[src/rtl/wifi_at_sequencer.sv]
// wifi_at_sequencer: boot-time walker of an AT-command table held in a byte ROM.
// Each command is streamed byte by byte into the UART transmitter. The sequencer
// then waits for the OK detector, resending on timeout up to MAX_RETRY times.
//
// Handshake (tx side): tx_data/tx_valid are registered and hold steady while
// tx_valid=1 and tx_ready=0. A byte transfers on a rising edge where
// tx_valid && tx_ready. tx_ready has no effect while tx_valid=0.
module wifi_at_sequencer #(
    parameter int unsigned TIMEOUT_CYC = 50000000,
    parameter int unsigned GAP_CYC     = 2500000,
    parameter int unsigned MAX_RETRY   = 3
) (
    input  logic       iCLK,
    input  logic       RST_n,
    input  logic       start,
    output logic [7:0] rom_addr,
    input  logic [7:0] rom_data,
    output logic [7:0] tx_data,
    output logic       tx_valid,
    input  logic       tx_ready,
    input  logic       ok_pulse,
    output logic       busy,
    output logic       done,
    output logic       fail,
    output logic [3:0] cmd_idx,
    output logic [1:0] retry_cnt,
    output logic [2:0] dbg_state_o
);

    typedef enum logic [2:0] {
        S_IDLE    = 3'd0,
        S_GAP     = 3'd1,
        S_FETCH   = 3'd2,
        S_SEND    = 3'd3,
        S_WAIT_OK = 3'd4,
        S_DONE    = 3'd5,
        S_FAIL    = 3'd6
    } state_t;

    localparam logic [25:0] TMO_LAST  = 26'(TIMEOUT_CYC - 1);
    localparam logic [25:0] GAP_LAST  = 26'(GAP_CYC - 1);
    localparam logic [1:0]  RETRY_MAX = 2'(MAX_RETRY);
    localparam logic [7:0]  LF        = 8'h0A;

    state_t      state_q, state_d;
    logic [7:0]  rom_addr_q, rom_addr_d;
    logic [7:0]  cmd_base_q, cmd_base_d;
    logic [25:0] timer_q, timer_d;
    logic [7:0]  tx_data_q, tx_data_d;
    logic        tx_valid_q, tx_valid_d;
    logic        busy_q, busy_d;
    logic        done_q, done_d;
    logic        fail_q, fail_d;
    logic [3:0]  cmd_idx_q, cmd_idx_d;
    logic [1:0]  retry_q, retry_d;

    // State and datapath registers; reset drops any byte still on offer.
    always_ff @(posedge iCLK or negedge RST_n) begin
        if (!RST_n) begin
            state_q    <= S_IDLE;
            rom_addr_q <= 8'd0;
            cmd_base_q <= 8'd0;
            timer_q    <= 26'd0;
            tx_data_q  <= 8'd0;
            tx_valid_q <= 1'b0;
            busy_q     <= 1'b0;
            done_q     <= 1'b0;
            fail_q     <= 1'b0;
            cmd_idx_q  <= 4'd0;
            retry_q    <= 2'd0;
        end else begin
            state_q    <= state_d;
            rom_addr_q <= rom_addr_d;
            cmd_base_q <= cmd_base_d;
            timer_q    <= timer_d;
            tx_data_q  <= tx_data_d;
            tx_valid_q <= tx_valid_d;
            busy_q     <= busy_d;
            done_q     <= done_d;
            fail_q     <= fail_d;
            cmd_idx_q  <= cmd_idx_d;
            retry_q    <= retry_d;
        end
    end

    // Next-state logic: table walk, byte handshake, OK wait with retry.
    always_comb begin
        state_d    = state_q;
        rom_addr_d = rom_addr_q;
        cmd_base_d = cmd_base_q;
        timer_d    = timer_q;
        tx_data_d  = tx_data_q;
        tx_valid_d = tx_valid_q;
        done_d     = done_q;
        fail_d     = fail_q;
        cmd_idx_d  = cmd_idx_q;
        retry_d    = retry_q;

        case (state_q)
            S_IDLE, S_DONE, S_FAIL: begin
                // start while busy cannot reach here, so it is ignored naturally
                if (start) begin
                    rom_addr_d = 8'd0;
                    cmd_base_d = 8'd0;
                    retry_d    = 2'd0;
                    cmd_idx_d  = 4'd0;
                    done_d     = 1'b0;
                    fail_d     = 1'b0;
                    timer_d    = 26'd0;
                    state_d    = S_GAP;
                end
            end
            S_GAP: begin
                if (timer_q == GAP_LAST) begin
                    state_d = S_FETCH;
                end else begin
                    timer_d = timer_q + 26'd1;
                end
            end
            S_FETCH: begin
                if (rom_data == 8'h00) begin
                    // 0x00 at a command start ends the table; mid-command it is corrupt
                    if (rom_addr_q == cmd_base_q) begin
                        done_d  = 1'b1;
                        state_d = S_DONE;
                    end else begin
                        fail_d  = 1'b1;
                        state_d = S_FAIL;
                    end
                end else begin
                    tx_data_d  = rom_data;
                    tx_valid_d = 1'b1;
                    state_d    = S_SEND;
                end
            end
            S_SEND: begin
                if (tx_valid_q && tx_ready) begin
                    tx_valid_d = 1'b0;
                    if (tx_data_q == LF) begin
                        timer_d = 26'd0;
                        state_d = S_WAIT_OK;
                    end else if (rom_addr_q == 8'hFF) begin
                        // a command running off the end of the ROM is not wrapped
                        fail_d  = 1'b1;
                        state_d = S_FAIL;
                    end else begin
                        rom_addr_d = rom_addr_q + 8'd1;
                        state_d    = S_FETCH;
                    end
                end
            end
            S_WAIT_OK: begin
                // OK takes priority over a timeout landing on the same cycle
                if (ok_pulse) begin
                    rom_addr_d = rom_addr_q + 8'd1;
                    cmd_base_d = rom_addr_q + 8'd1;
                    cmd_idx_d  = cmd_idx_q + 4'd1;
                    retry_d    = 2'd0;
                    timer_d    = 26'd0;
                    state_d    = S_GAP;
                end else if (timer_q == TMO_LAST) begin
                    if (retry_q == RETRY_MAX) begin
                        fail_d  = 1'b1;
                        state_d = S_FAIL;
                    end else begin
                        retry_d    = retry_q + 2'd1;
                        rom_addr_d = cmd_base_q;
                        timer_d    = 26'd0;
                        state_d    = S_GAP;
                    end
                end else begin
                    timer_d = timer_q + 26'd1;
                end
            end
            default: state_d = S_IDLE;
        endcase

        busy_d = (state_d == S_GAP) || (state_d == S_FETCH) ||
                 (state_d == S_SEND) || (state_d == S_WAIT_OK);
    end

    assign rom_addr    = rom_addr_q;
    assign tx_data     = tx_data_q;
    assign tx_valid    = tx_valid_q;
    assign busy        = busy_q;
    assign done        = done_q;
    assign fail        = fail_q;
    assign cmd_idx     = cmd_idx_q;
    assign retry_cnt   = retry_q;
    assign dbg_state_o = state_q;

endmodule

[config.mk]
export PLATFORM = sky130hd
export DESIGN_NAME = wifi_at_sequencer
export DESIGN_NICKNAME = d
export VERILOG_FILES = /design/src/rtl/wifi_at_sequencer.sv
export SDC_FILE = /design/constraint.sdc
export NUM_CORES = 1
export LEC_CHECK = 0
export BUFFER_PORTS_ARGS = -buffer_cell sky130_fd_sc_hd__buf_2
export CORE_MARGIN = 1
export CORE_UTILIZATION = 55
export CTS_BUF_LIST = sky130_fd_sc_hd__clkbuf_8
export DETAILED_ROUTE_END_ITERATION = 8
export MAX_ROUTING_LAYER = met4
export PLACE_DENSITY = 0.86
export SLEW_MARGIN = 10
export SYNTH_ARGS = -nofsm -noshare
export SYNTH_HDL_FRONTEND = slang
export SYNTH_SLANG_ARGS = --single-unit
[constraint.sdc]
create_clock -name iCLK -period 2.4 [get_ports iCLK]
set_input_delay 0.36 -clock iCLK [delete_from_list [all_inputs] [get_ports iCLK]]
set_output_delay 0.36 -clock iCLK [all_outputs]
set_load 0.005 [all_outputs]
==> results of run 1 <==
## critical path, stage by stage, from the launching register on
cell and delay, ps:
dfrtp_1 390, xnor2_1 200, nand4_1 230, o311ai_1 320, nand3_1 130, a311o_1 300, or4b_4 540, xor2_1 150
## power groups by stage
stage	logic [uW]	registers [uW]	clock network, uW
global route	2270	1440	1050
floorplan	1070	1430	0
detailed placement	1790	1410	0
CTS	1810	1390	1020
finish	2100	1420	1010
global placement	1730	1400	0
## repair_timing
action | 4_1_cts | 5_1_grt
setup buffers | 1 | 7
setup endpoints to repair | 19 | 33
hold buffers | 0 | 0
gates resized for setup | 2 | 27
gates cloned | 0 | 3
pin swaps | 1 | 13
## layer usage
layer | wire [um] | track usage [%] | up-vias
met5 | 0 | - | -
met4 | 364 | 16.5 | 0
met3 | 640 | 4.37 | 38
met2 | 4950 | 47.2 | 177
met1 | 4200 | 35.9 | 1770
li1 | - | - | 1718
## cell families (layout without fill, tap and decap cells)
family / count (synthesis) / after routing
and+or+nand+nor: 190 / 191
adders and majority gates: 5 / 5
AOI/OAI and AO/OA: 117 / 117
xor gates and xnor gates: 18 / 18
buffers and inverters: 24 / 122
DFF: 63 / 63
## layout by cell type (no fill, tap or decap), types with 6 or more instances in the layout
cell	n
nor2_1	29
and3_1	6
a22o_1	7
nand2_1	77
nor2b_1	9
buf_4	51
a21oi_1	15
dfrtp_1	63
nand4_1	10
buf_2	41
clkbuf_8	9
inv_1	6
o31ai_1	18
xnor2_1	14
o21ai_0	33
o21ai_1	13
nand3_1	20
## through the flow
step | instances | TNS (ps) | util, %
2_1_floorplan | 417 | 0 | -
3_3_place_gp | 566 | 0 | 66.4
3_5_place_dp | 566 | -88.5 | 66.4
4_1_cts | 583 | 0 | 69.9
5_1_grt | 593 | -125 | 73.4
6_report | 593 | 0 | 73.4
## registers in the layout, summed over array words and instances (netlist names)
signal / flops
busy: 1
cmd_base_q: 8
cmd_idx: 4
dbg_state_o: 3
done: 1
fail: 1
retry_cnt: 2
rom_addr: 8
timer_q: 26
tx_data: 8
tx_valid: 1
## synthesized netlist by cell type (all sizes together), types with 3 or more instances
master,number
a22o,7
buf,14
o41ai,4
o31ai,18
or3,3
a21oi,16
inv,7
nor3,5
nor2,29
a32o,3
nor2b,9
o21ai,48
and3,6
nand4,10
and2,3
ha,4
nand3,22
xor2,4
a31oi,5
nand2b,5
xnor2,14
clkbuf,3
dfrtp,63
and4,3
nand2,78
nor4,8
## area by class of cell
cell class	count	area [sq um]
clock buffers	9	124
clock inverters	7	88.8
fillers	444	1700
inverters	7	26.3
multi-input cells	331	2060
flip-flops and latches	63	1580
well taps	77	96.3
repair buffers	99	721
## path summary, 6_finish.rpt
| path | slack [ps] | cells after the start | end |
|---|---|---|---|
| min in group iCLK | 210 | 3 | tx_data[4]$_DFFE_PN0P_ |
| worst min-delay path | 2 | 2 | rom_addr[2]$_DFFE_PN0P_ |
| worst max-delay path | 40 | 7 | busy$_DFF_PN0_ |
| worst min register to register | 500 | 1 | done$_DFFE_PN0P_ |
| worst max register to register | 40 | 7 | busy$_DFF_PN0_ |
| max in group asynchronous | 2110 | 2 | rom_addr[3]$_DFFE_PN0P_ |
==> results.toml, run 1 <==
[status]
status = "completed"

[die]
die_y_um = 83.4
core_area_sq_mm = 0.00639
die_w_um = 83.4
io_pins = 42
die_area_sq_mm = 0.00695
initial_utilization_pct = 57.0
fp-row-count = 29

[cts]
clkTransAtPathRegs_ps = 80
clkLatencyLatePin_ps = 360
cts_tree = "yes"
htree_levels = 3
cts_made_buffers = 9
cts-root-buf = "clkbuf_8"
cts.sink_count = 63
clockBufferDepth = 2

[logic_synthesis]
synthSimpleGateAreaFrac_pct = 26.3
synth_compound_area_share_pct = 21.0
synth_top_family_by_area = "simple AND/OR/NAND/NOR gates"
synth_cell_types = 58
yosysWarnings = 0
synth_mux_area_share_pct = 0
ys_ff_latch = 63
ys_top_cells_by_area = "dfrtp_1 43%, nand2_1 8.0%, o21ai_0 5.5%"
synth_nets = 434
synthAdderAreaFrac_pct = 1.65
synth_edf_count = 0
syn_area_sq_mm = 0.00364
synth_top_area_share_pct = 43.3
yosysTopAreaCell = "dfrtp_1"
synth-xor-area-share_pct = 4.33
ys_seq_area_share_pct = 43.3
synthArstFlopShare_pct = 100
avgSynthCellArea_sq_um = 8.73
ys.flop_type = "dfrtp_1"
syn_inst = 417

[sta]
fmax_mhz = 423
worst_slack_ps = 35.7
setup_viol = 0
whs_ps = 2.45
clock_skew_ps = 12.1
maxSlewViolCount = 0
min_period_over_period_pct = 98.5
finalHoldViolCount = 0
min_period_ps = 2360
rsz0062_at_grt = "true"
max_slew_margin_pct = 60.5
worst_pin_slew_ps = 590

[power]
seqPwrFrac_pct = 31.4
leakage_uw = 0.00210
p_sw_uw = 1760
p_int_uw = 2770
power_density_mw_per_mm2 = 967
finalPower_uw = 4530
sw_frac_of_total_pct = 38.8
clkPwrFrac_pct = 22.4
p_comb_share_pct = 46.3
peakVddDrop_mv = 0.788

[route]
viasPerCell = 6.24
drtIter0Drc = 344
routed_wl_um = 10200
first_pass_iters = 5
drc_errors = 0
via_count = 3703
wl_per_cell_um = 17.1
ant_nets = 0

[cells_and_area]
drive_gt1_share_pct = 27.7
syn_to_final_growth_pct = 28.8
final_area_sq_mm = 0.00469
fin_nets = 528
antenna_cells = 0

[setup_path]
cp.arrival_ps = 2590
cp_max_fo = 2
cp-end-kind = "register"
start_kind = "register"
critPathKind = "register to register"
required_ps = 2630
r2r_start = "rom_addr[3]$_DFFE_PN0P_"
worstSetupStartpoint = "rom_addr[3]$_DFFE_PN0P_"

[global_route]
grt_max_degree = 64
grt_usage_pct = 29.5
antenna_found_initial = 0
gr-total-overflow = 0
grt_pass1_vias = 3415
grt_pass1_wl_um = 15900

[run]
maxCapViolCount = 0

[placed_design]
gp_congestion = 0.928
port_buffers = 41
dp.final_hpwl_um = 6630
place_area_sq_mm = 0.00424
dp_slack_ps = -65.3

[min_path]
hp-class = "input pin to async pin"
Note: power is estimated with default switching activity, not from simulation.
==> run 2: changes to the inputs <==
--- a/config.mk
+++ b/config.mk
@@ -7,11 +7,11 @@
 export LEC_CHECK = 0
 export BUFFER_PORTS_ARGS = -buffer_cell sky130_fd_sc_hd__buf_2
 export CORE_MARGIN = 1
-export CORE_UTILIZATION = 55
-export CTS_BUF_LIST = sky130_fd_sc_hd__clkbuf_8
+export CORE_UTILIZATION = 53
+export CTS_BUF_LIST = sky130_fd_sc_hd__clkbuf_16
 export DETAILED_ROUTE_END_ITERATION = 8
 export MAX_ROUTING_LAYER = met4
-export PLACE_DENSITY = 0.86
+export PLACE_DENSITY = 0.83
 export SLEW_MARGIN = 10
 export SYNTH_ARGS = -nofsm -noshare
 export SYNTH_HDL_FRONTEND = slang
==> run 2 against run 1 <==
The run now ends with design-rule violations left. Routed wire length down 2.2%. Clock power up 35%. Maximum frequency down 0.61%. Flip-flop and latch count unchanged. Combinational power down 7%. Non-clock buffer count down 4. Die area up 3.7%. Largest cell class unchanged.
==> results.toml, run 2 (synthesized netlist as in run 1, its figures left out) <==
[cts]
cts_made_buffers = 9
cts_tree = "yes"
clkTransAtPathRegs_ps = 50
clkLatencyLatePin_ps = 330
clockBufferDepth = 2
cts.sink_count = 63
holdBufCountCts = 0
htree_levels = 3
cts-root-buf = "clkbuf_16"

[sta]
fmax_mhz = 420
clock_skew_ps = 6.44
setup_viol = 0
finalHoldViolCount = 0
maxSlewViolCount = 0
rsz0062_at_grt = "true"
worst_pin_slew_ps = 635
min_period_ps = 2380
min_period_over_period_pct = 99.1
max_slew_margin_pct = 57.7

[die]
core_area_sq_mm = 0.00649
initial_utilization_pct = 56.0
io_pins = 42
fp-row-count = 29
die_w_um = 84.9
die_y_um = 84.9
die_area_sq_mm = 0.00720

[route]
routed_wl_um = 9940
wl_per_cell_um = 16.9
drc_errors = 6
drtIter0Drc = 335
via_count = 3646
ant_nets = 0
first_pass_iters = 9
viasPerCell = 6.21

[setup_path]
crit_buf_inv = 1
cp_max_fo = 22
cp_slowest_cell = "a311o_2"
path_delay_family = "compound AO/OA/AOI/OAI gates"
critical-path-max-stage-delay_ps = 430
start_kind = "register"
critPathKind = "register to register"
cp_cell_sequence = "ha_2 > and4_4 > buf_4 > nand3_1 > nor4_4 > a311o_2 > or2_4 > o41ai_2"
cp-end-kind = "register"
required_ps = 2620
cp.arrival_ps = 2600

[cells_and_area]
top_register = "timer_q"
mostFrequentLayoutCells = "78 x nand2_1, 62 x dfrtp_1, 50 x buf_4"
final_area_sq_mm = 0.00472
drive_gt1_share_pct = 28.2
final_common_cell = "nand2_1"
finish.utilization_pct = 72.6
final_cells = 587
largest_reg_flops = 26
syn_to_final_growth_pct = 29.6
fin_nets = 523
antenna_cells = 0

[global_route]
gr-total-overflow = 0
antenna_found_initial = 0
grt_pass1_vias = 3598
grt_pass1_wl_um = 16400
grt_max_degree = 37
grt_usage_pct = 29.9

[power]
peakVddDrop_mv = 0.495
leakage_uw = 0.00212
power_density_mw_per_mm2 = 999

[status]
violations = "design-rule violations"
status = "complete, but fails checks"

[run]
maxCapViolCount = 0

[min_path]
hp-class = "input pin to async pin"

[placed_design]
port_buffers = 41
gp_congestion = 0.922
place_area_sq_mm = 0.00425
dp.final_hpwl_um = 6570
place_inst = 567
==> run 2: repair_timing <==
| action | in CTS | in global routing |
|---|---|---|
| setup endpoints to repair | 6 | 26 |
| setup buffers | 1 | 4 |
| pin swaps | 1 | 11 |
| cloned | 0 | 0 |
| gates resized for setup | 2 | 32 |
==> run 2: per-stage QoR <==
| stage | hold WS, ps | total power (uW) | setup WS (ps) | setup TNS (ps) |
|---|---|---|---|---|
| 4_1_cts | 55.7 | 4580 | 0.298 | 0 |
| 5_1_grt | 84.7 | 4970 | -84.6 | -891 |
| 3_5_place_dp | 415 | 3200 | -55.3 | -88.3 |
| 3_3_place_gp | 415 | 3140 | 37.7 | 0 |
| 6_report | 45.3 | 4710 | 21.2 | 0 |
| 2_1_floorplan | 64.4 | 2500 | 7.75 | 0 |
==> run 2: routing by layer <==
metal	vias to the layer above	part of all wire [%]	global-route usage, %
li1	1704	-	-
met1	1746	42	35.6
met2	167	50	49.1
met3	29	6.1	5.54
met4	0	2.3	14.8
met5	-	0	-
==> run 2: final cells by class <==
cell class,instances,area [sq um]
multi-input cells,330,2060
fillers,453,1780
flip-flops and latches,63,1580
repair buffers,95,652
clock buffers,9,225
well taps,77,96.3
clock inverters,6,77.6
inverters,7,26.3
==> run 2: worst paths after layout <==
| kind | startpoint | end | slack (ps) | cells after the start |
|---|---|---|---|---|
| worst max-delay path | timer_q[0]$_DFFE_PN0P_ | timer_q[25]$_DFFE_PN0P_ | 20 | 8 |
| worst min-delay path | RST_n | cmd_base_q[2]$_DFFE_PN0P_ | 50 | 1 |
| worst max register to register | timer_q[0]$_DFFE_PN0P_ | timer_q[25]$_DFFE_PN0P_ | 20 | 8 |
| worst min register to register | tx_data[1]$_DFFE_PN0P_ | tx_data[1]$_DFFE_PN0P_ | 500 | 2 |
| max in group asynchronous | RST_n | timer_q[25]$_DFFE_PN0P_ | 1730 | 2 |
| min in group iCLK | rom_data[7] | tx_data[7]$_DFFE_PN0P_ | 240 | 3 |
==> run 2: report_power, final <==
| group | switching (uW) | total, uW | internal, uW | leakage (uW) |
|---|---|---|---|---|
| combinational | 1070 | 1950 | 872 | 0.00113 |
| clock | 467 | 1360 | 891 | 0.000154 |
| sequential | 165 | 1410 | 1240 | 0.000836 |
| total | 1710 | 4710 | 3000 | 0.00212 |
==> run 3: changes to the inputs <==
--- a/config.mk
+++ b/config.mk
@@ -12,6 +12,7 @@
 export DETAILED_ROUTE_END_ITERATION = 8
 export MAX_ROUTING_LAYER = met4
 export PLACE_DENSITY = 0.83
+export REMOVE_ABC_BUFFERS = 1
 export SLEW_MARGIN = 10
 export SYNTH_ARGS = -nofsm -noshare
 export SYNTH_HDL_FRONTEND = slang
==> run 3 against run 2 <==
The flow finishes with violations (design-rule violations, negative setup slack). Register-to-register slack lost 90 ps. Clock power is 13% lower. Sequential share of layout area down 0.34 points. Cell count increased by 0.34%. Sequential power about the same. Non-clock buffer count is the same. Critical path type unchanged.
==> results.toml, run 3 (synthesized netlist as in run 1, its figures left out) <==
[cells_and_area]
nFillCells = 434
top_register = "timer_q"
final_area_sq_mm = 0.00476
final_common_cell = "nand2_1"
syn_to_final_growth_pct = 30.8
largest_reg_flops = 26
fin_nets = 524
antenna_cells = 0
finish.utilization_pct = 73.3
drive_gt1_share_pct = 29.5
mostFrequentLayoutCells = "78 x nand2_1, 63 x dfrtp_1, 47 x buf_4"

[route]
first_pass_iters = 7
routed_wl_um = 11100
drtIter0Drc = 374
ant_nets = 0
viasPerCell = 6.41
via_count = 3778
wl_per_cell_um = 18.9
drc_errors = 7

[setup_path]
required_ps = 2610
cp-end-kind = "register"
cp.arrival_ps = 2680
start_kind = "register"
critPathKind = "register to register"
cp_max_fo = 2

[cts]
clockBufferDepth = 2
htree_levels = 3
cts_made_buffers = 9
holdBufCountCts = 0
clkLatencyLatePin_ps = 340
cts_tree = "yes"
clkTransAtPathRegs_ps = 60
cts.sink_count = 63
cts-root-buf = "clkbuf_16"

[die]
fp-row-count = 29
die_y_um = 84.9
core_area_sq_mm = 0.00649
die_w_um = 84.9
initial_utilization_pct = 56.0
io_pins = 42
die_area_sq_mm = 0.00720

[placed_design]
dp.final_hpwl_um = 6710
gp_congestion = 0.915
port_buffers = 41
place_area_sq_mm = 0.00424

[power]
power_density_mw_per_mm2 = 996
p_sw_uw = 1850
p_comb_share_pct = 44.7
leakage_uw = 0.00212
p_int_uw = 2890
clkPwrFrac_pct = 25.1
seqPwrFrac_pct = 30.2
peakVddDrop_mv = 0.468
sw_frac_of_total_pct = 39.1

[sta]
worst_slack_ps = -72.5
rsz0062_at_grt = "true"
worst_pin_slew_ps = 622
setup_tns_ps = -72.5
clock_skew_ps = 12.2
fmax_mhz = 404
finalHoldViolCount = 0
max_slew_margin_pct = 58.6
min_period_over_period_pct = 103
maxSlewViolCount = 0
setup_viol = 1
min_period_ps = 2470

[global_route]
grt_pass1_wl_um = 16500
grt_pass1_vias = 3497
grt_usage_pct = 30.4
grt_max_degree = 38
gr-total-overflow = 0
antenna_found_initial = 0

[status]
violations = "design-rule violations, negative setup slack"
status = "complete, but fails checks"

[run]
maxCapViolCount = 0

[min_path]
hp-class = "input pin to async pin"
-- run 3: stage by stage --
step           total power [uW]  instances  setup WS [ps]  hold slack [ps]
6_report                   4740        589          -72.5             41.8
3_5_place_dp               3210        564           -186              416
4_1_cts                    4450        582           1.47             59.4
3_3_place_gp               3160        564          -25.7              404
2_1_floorplan              2410        400          -67.9             64.4
5_1_grt                    4990        589          -86.9             94.8
-- run 3: path summary, 6_finish.rpt --
| check | from | to | cells past startpoint | slack (ps) |
|---|---|---|---|---|
| max in group asynchronous | RST_n | timer_q[19]$_DFFE_PN0P_ | 2 | 1730 |
| hold / removal | RST_n | done$_DFFE_PN0P_ | 1 | 40 |
| setup / recovery | rom_addr[4]$_DFFE_PN0P_ | busy$_DFF_PN0_ | 7 | -70 |
| setup reg to reg | rom_addr[4]$_DFFE_PN0P_ | busy$_DFF_PN0_ | 7 | -70 |
| min in group iCLK | rom_data[5] | tx_data[5]$_DFFE_PN0P_ | 3 | 240 |
| hold reg to reg | done$_DFFE_PN0P_ | done$_DFFE_PN0P_ | 1 | 490 |
-- run 3: layer usage --
metal	vias to the layer above	GRT usage (%)	wire (um)
met1	1795	36.0	4280
li1	1717	-	-
met2	222	50.0	5630
met3	44	6.23	802
met4	0	14.3	417
met5	-	-	0
-- run 3: worst max-delay path, cell delays in order (launching register included) --
cell and delay [ps]:
dfrtp_1 410, xnor2_2 210, nand4_1 220, o311ai_2 380
nand3_1 140, a311o_1 310, or4b_4 520, xor2_1 150
-- run 3: layout make-up --
| class | instances | area [sq um] | share of cell area [%] |
|---|---|---|---|
| Clock buffer | 9 | 225 | 4.73 |
| Multi-Input combinational cell | 331 | 2110 | 44.3 |
| Sequential cell | 63 | 1580 | 33.1 |
| Timing Repair Buffer | 95 | 686 | 14.4 |
| Clock inverter | 7 | 40.0 | 0.841 |
| Tap cell | 77 | 96.3 | 2.02 |
| Inverter | 7 | 26.3 | 0.552 |
-- run 3: what timing repair did --
item	in CTS	in global routing
gates resized for setup	8	30
cloned	0	3
setup buffers	2	4
pin swaps	7	12
setup endpoints to repair	24	26
-- run 3: power groups by stage --
stage | clock (uW) | sequential (uW) | combinational, uW
after CTS | 1190 | 1400 | 1850
after detailed placement | 0 | 1410 | 1800
after global routing | 1250 | 1450 | 2290
after global placement | 0 | 1400 | 1760
final | 1190 | 1430 | 2120
after floorplan | 0 | 1470 | 937
